<file path="src/rtl/mem_loader.sv">
// Boot-time program loader: assembles a byte stream into 32-bit words, writes each one to
// memory, verifies it by read-back, and holds the processor in reset until the image is loaded.
module mem_loader #(
    parameter int unsigned NWORDS    = 64,
    parameter logic [31:0] BASE_ADDR = 32'h0000_0000
) (
    input  logic        clk,
    input  logic        reset,
    input  logic        start,
    input  logic        byte_valid,
    input  logic [7:0]  byte_data,
    output logic        byte_ready,
    output logic        mem_we,
    output logic [31:0] mem_a,
    output logic [31:0] mem_wd,
    input  logic [31:0] mem_rd,
    output logic        cpu_reset,
    output logic        done,
    output logic        error,
    output logic [31:0] word_count
);

    typedef enum logic [2:0] {
        StIdle,
        StCollect,
        StWrite,
        StCheck,
        StDone,
        StError
    } state_e;

    state_e      state_q;
    logic [1:0]  byte_idx_q;
    logic [31:0] word_q;

    logic        accept;
    logic [31:0] next_word;
    logic [31:0] count_inc;
    logic        mismatch;

    assign accept    = byte_valid && byte_ready && (state_q == StCollect);
    // First byte of a word shifts up to the MSB, matching hex file order.
    assign next_word = {word_q[23:0], byte_data};
    assign count_inc = word_count + 32'd1;
    assign mismatch  = (mem_rd != word_q);

    always_ff @(posedge clk) begin
        if (reset) begin
            state_q    <= StIdle;
            byte_idx_q <= 2'd0;
            word_q     <= 32'd0;
            byte_ready <= 1'b0;
            mem_we     <= 1'b0;
            mem_a      <= BASE_ADDR;
            mem_wd     <= 32'd0;
            cpu_reset  <= 1'b1;
            done       <= 1'b0;
            error      <= 1'b0;
            word_count <= 32'd0;
        end else begin
            unique case (state_q)
                StIdle, StError: begin
                    if (start) begin
                        state_q    <= StCollect;
                        byte_ready <= 1'b1;
                        error      <= 1'b0;
                        word_count <= 32'd0;
                        byte_idx_q <= 2'd0;
                        word_q     <= 32'd0;
                        mem_a      <= BASE_ADDR;
                    end
                end
                StCollect: begin
                    if (accept) begin
                        word_q <= next_word;
                        if (byte_idx_q == 2'd3) begin
                            byte_idx_q <= 2'd0;
                            state_q    <= StWrite;
                            mem_we     <= 1'b1;
                            mem_wd     <= next_word;
                            byte_ready <= 1'b0;
                        end else begin
                            byte_idx_q <= byte_idx_q + 2'd1;
                        end
                    end
                end
                StWrite: begin
                    mem_we  <= 1'b0;
                    state_q <= StCheck;
                end
                StCheck: begin
                    if (mismatch) begin
                        state_q <= StError;
                        error   <= 1'b1;
                    end else begin
                        word_count <= count_inc;
                        mem_a      <= mem_a + 32'd4;
                        if (count_inc == 32'(NWORDS)) begin
                            state_q   <= StDone;
                            done      <= 1'b1;
                            cpu_reset <= 1'b0;
                        end else begin
                            state_q    <= StCollect;
                            byte_ready <= 1'b1;
                        end
                    end
                end
                StDone: begin
                    // Sticky until reset.
                end
                default: state_q <= StIdle;
            endcase
        end
    end

endmodule

</file>
<file path="config.mk">
export PLATFORM = sky130hd
export DESIGN_NAME = mem_loader
export DESIGN_NICKNAME = d
export VERILOG_FILES = /design/src/rtl/mem_loader.sv
export SDC_FILE = /design/constraint.sdc
export NUM_CORES = 1
export LEC_CHECK = 0
export ABC_AREA = 1
export CAP_MARGIN = 20
export CORE_MARGIN = 2
export CORE_UTILIZATION = 40
export CTS_CLUSTER_DIAMETER = 80
export DETAILED_ROUTE_END_ITERATION = 8
export PLACE_DENSITY = 0.67
export SYNTH_ARGS = -nofsm -noshare
export SYNTH_HDL_FRONTEND = slang
export SYNTH_SLANG_ARGS = --single-unit
</file>
<file path="constraint.sdc">
create_clock -name clk -period 2 [get_ports clk]
set_clock_uncertainty 0.05 [all_clocks]
set_input_delay 0.2 -clock clk [delete_from_list [all_inputs] [get_ports clk]]
set_output_delay 0.2 -clock clk [all_outputs]
set_load 0.01 [all_outputs]
</file>
# Word-level counts from Yosys, hierarchy flattened
# Cells that the tools add are included.
[word_totals]
regBits = 138
wordCells = 75
out_inout_bits = 101
in_bits = 44
[classes]
bitwise_logic = 2
n_reduce_logical = 16
mux = 29
addsub = 3
eq_ne = 14
[ops]
columns = ["cell", "count"]
rows = [
  ["$pmux W32 S2", 3],
  ["$mux W32", 4],
  ["$add A32 B1 Y32 const B", 1],
  ["$add A32 B3 Y32 const B", 1],
  ["$eq A32 B7 Y1 const B", 1],
  ["$ne A32 B32 Y1", 1],
  ["$reduce_and A3 Y1", 6],
  ["$mux W3", 5],
  ["$pmux W3 S5", 1],
  ["$ne A2 B2 Y1 const B", 5],
  ["$mux W1", 9],
  ["$eq A3 B2 Y1 const B", 2],
  ["$eq A3 B3 Y1 const B", 2],
  ["$mux W2", 3],
  ["$reduce_and A6 Y1", 1],
  ["$reduce_bool A2 Y1", 3],
  ["$pmux W1 S2", 2],
  ["$pmux W2 S2", 1],
  ["$reduce_and A4 Y1", 1],
  ["$eq A3 B1 Y1 const B", 1],
  ["$logic_not A3 Y1", 1],
  ["$pmux W1 S3", 1],
  ["$reduce_bool A3 Y1", 1],
  ["$add A2 B1 Y2 const B", 1],
  ["other kinds (5)", 7],
]

# Longest topological paths before layout
[depth]
word_depth = 5
mapped_depth = 16
depth_no_buf = 16

# Least setup slack after synthesis
# OpenSTA, ideal clock, no wires.
[synth_timing]
path_kind = "flip-flop to flip-flop"
startpoint = "register word_count[0]"
endpoint = "register cpu_reset"
setup_time_ns = 0.122
arrival_ns = 1.897
path_stages_with_launch = 17
setup_slack_ns = -0.069
path_buffers = 0
required_time_ns = 1.828
synth_period_minus_slack_ns = 2.069
path_cell_list = "dfxtp_1 > ha_1 > nand2_2 > nor2_8 > nand2_4 > nor2_4 > nand2_1 > nand2_1 > nand2_1 > nor2_1 > nand2_1 > nor2_2 > nand4_2 > inv_2 > nand2_1 > nand2_1 > nand2_1"
[synth_between]
elab_chain_cells = 3
[synth_lines]
columns = ["element", "line", "source"]
rows = [
  ["start, declared", "20", "output logic [31:0] word_count"],
  ["start signal, assigned", "96", "word_count <= count_inc;"],
  ["$add A32 B1 Y32", "44", "assign count_inc = word_count + 32'd1;"],
  ["$eq A32 B7 Y1", "98", "if (count_inc == 32'(NWORDS)) begin"],
  ["$reduce_and A3 Y1 (no line)", "-", ""],
  ["end signal, assigned", "56", "cpu_reset <= 1'b1;"],
  ["end signal, assigned", "101", "cpu_reset <= 1'b0;"],
  ["end, declared", "17", "output logic cpu_reset,"],
]
# No other way between the ends.
# A chain may end at the register's enable or synchronous reset.

# Worst setup path in the final report
# Same ends and word-level chain as after synthesis.

==> flow_summary.yaml <==
sta:
  hold_violations: 0
  finalSetupTns_ns: -2.04
  fmax_mhz: 447
  setup_viol: 52
  slew_viol_final: 0
  slew_headroom: 0.645
  rsz0062_at_grt: "yes"
  final.period_utilization: 1.12
  setup_ws_ns: -0.240
  finalCriticalPeriod_ns: 2.24
  tightestPinTransition_ns: 0.532
  holdWs_ns: 0.229
clock_network:
  h-tree-depth: 4
  path_clk_slew_ns: 0.06
  clk_latency_ns: 0.44
  cts_root_buf: "clkbuf_16"
  clkSinkCount: 136
  clk_path_buf_depth: 2
  hold_buffers: 0
  numCtsBuffers: 17
  cts_tree: "done"
floorplan:
  core_area_sq_mm: 0.0178
  fp.dieH_um: 138
  ios: 145
  die_x_um: 138
  die-area_sq_mm: 0.0192
  start_util: 0.405
  rows: 49
setup_path:
  worstPathArrival_ns: 2.49
  crit_fanout: 6
  start_kind: "flip-flop"
  critPathCaptureType: "flip-flop"
  worstPathRequired_ns: 2.25
  worstSetupPathType: "reg -> reg"
run:
  maxCapViolCount: 0
routing:
  drtIter0Drc: 614
  wire_per_inst_um: 16.4
  route.detailed.drc: 0
  wl_mm: 26.3
  drt.antenna.violating_nets: 0
  vias_per_cell: 5.25
  drtPass1Iterations: 7
  via_count: 8402
place:
  globalplace.congestion: 0.933
  portBuffers: 142
  place_hpwl_mm: 16.0
grt:
  grt_pass1_vias: 7446
  grt_pass1_wl_mm: 37.0
  grt_use_total: 0.234
  grt_max_degree: 92
  overflow: 0
  antenna_found_initial: 0
yosys:
  ys_types: 36
  async_reset_ff_frac: 0
  ys.flop_type: "dfxtp_1"
  synth_seq_cells: 136
  ys.warnings.count: 0
  synthesis.area_sq_mm: 0.00723
  synth_edf_count: 0
  synth.avg_cell_area_sq_um: 6.59
  syn_inst: 1097
  ys_seq_area_frac: 0.377
status:
  violations: "setup timing"
  status: "finished, violations left"
layout:
  final_common_cell: "nand2_1"
  drive_above_1_share: 0.291
  mostFrequentLayoutCells: "nand2_1 (253), nor2_1 (146), clkdlybuf4s50_1 (141)"
  diodes: 0
  syn_to_final_growth_pct: 61.9
  nets: 1405
power_and_ir_drop:
  ir_drop_mv: 0.690
  leakagePower_nw: 4.50
  p_total_w: 0.00862
  power_density_mw_per_mm2: 737
worst_hold_path:
  hold_path.class: "in -> reg"
[power by group]
group / total [W] / internal (W) / switching, W
Clock: 0.00317 / 0.00176 / 0.00141
Combinational: 0.00265 / 0.00101 / 0.00164
Sequential: 0.00280 / 0.00276 / 0.0000453
Total: 0.00862 / 0.00554 / 0.00309
[per-stage QoR]
step / utilization / cells / instance area, sq um / setup slack, ns
after floorplan: - / 1098 / 7230 / 0.0211
after detailed placement: 0.542 / 1536 / 9670 / -0.286
final: 0.656 / 1599 / 11700 / -0.240
after CTS: 0.583 / 1575 / 10400 / -0.121
after global placement: 0.542 / 1536 / 9670 / -0.246
after global routing: 0.656 / 1599 / 11700 / -0.372
[final timing paths]
| path | startpoint | endpoint | slack (ns) | cells past startpoint |
|---|---|---|---|---|
| max | word_count[0] | cpu_reset | -0.24 | 16 |
| min | reset | cpu_reset | 0.23 | 3 |
| max reg2reg | word_count[0] | cpu_reset | -0.24 | 16 |
| min reg2reg | byte_ready | byte_ready | 0.42 | 2 |
[flip-flops by register name (all words and copies together), names as in the netlist]
register,cells
mem_wd,32
word_count,32
word_q,32
mem_a,30
state_q,3
byte_idx_q,2
byte_ready,1
cpu_reset,1
done,1
error,1
mem_we,1
[repair_timing]
| action | CTS | global route |
|---|---|---|
| gates resized for setup | 32 | 233 |
| cloned | 0 | 13 |
| setup buffers | 7 | 12 |
| pin swaps | 18 | 73 |
| endpoints found under the setup margin | 8 | 100 |
[synth_stat cells (4+ instances only)]
cell type	instances	area, sq um
inv_1	62	233
nor3_1	23	115
o21ai_0	39	195
ha_1	4	50.1
o21bai_1	4	30.0
dfxtp_1	136	2720
nor2_2	7	43.8
a21oi_1	97	485
nand4_1	19	119
nand3b_1	12	90.1
nand2_2	6	37.5
nor2_4	6	67.6
xor2_1	36	315
nand3_1	56	280
nor2_1	172	646
clkbuf_1	27	101
xnor2_1	20	175
buf_2	14	70.1
inv_2	5	18.8
nand2_1	324	1220
[routing by layer]
metal	GRT usage	vias to the layer above	part of all wire	wire, um
met5	0	-	0	0
met4	0.0741	0	0.035	932
met3	0.0648	78	0.084	2210
met2	0.385	363	0.47	12500
met1	0.298	3909	0.41	10700
li1	-	4052	-	-
[critical path, cell delays in order (launching register included)]
cell	delay (ns)
dfxtp_4	0.37
ha_4	0.15
nand2_4	0.06
nor2_8	0.17
nand2_4	0.09
nor2_4	0.19
nand2_1	0.10
nand2_2	0.08
nand2_2	0.08
nor2_1	0.10
nand2_1	0.08
nor2_2	0.21
nand4_4	0.14
inv_2	0.08
nand2_2	0.05
nand2_1	0.05
nand2_1	0.05
[kinds of logic (layout without fill, tap and decap cells)]
logic type	count (synthesis)	after routing	share of synthesized area
and+or+nand+nor	636	637	0.377
AOI/OAI and AO/OA	150	150	0.108
DFF	136	136	0.377
buffers and inverters	114	385	0.0632
xor gates and xnor gates	56	56	0.0679
adders and majority gates	4	4	0.00693
other	1	2	0.000519
[final cells by class]
type                    instances  area, sq um
fillers                      1459         6140
repair buffers                283         2880
inverters                      70          268
flip-flops and latches        136         2750
multi-input cells             849         4940
clock buffers                  17          425
well taps                     229          287
clock inverters                15          156
Power figures use the tool's default switching activity.
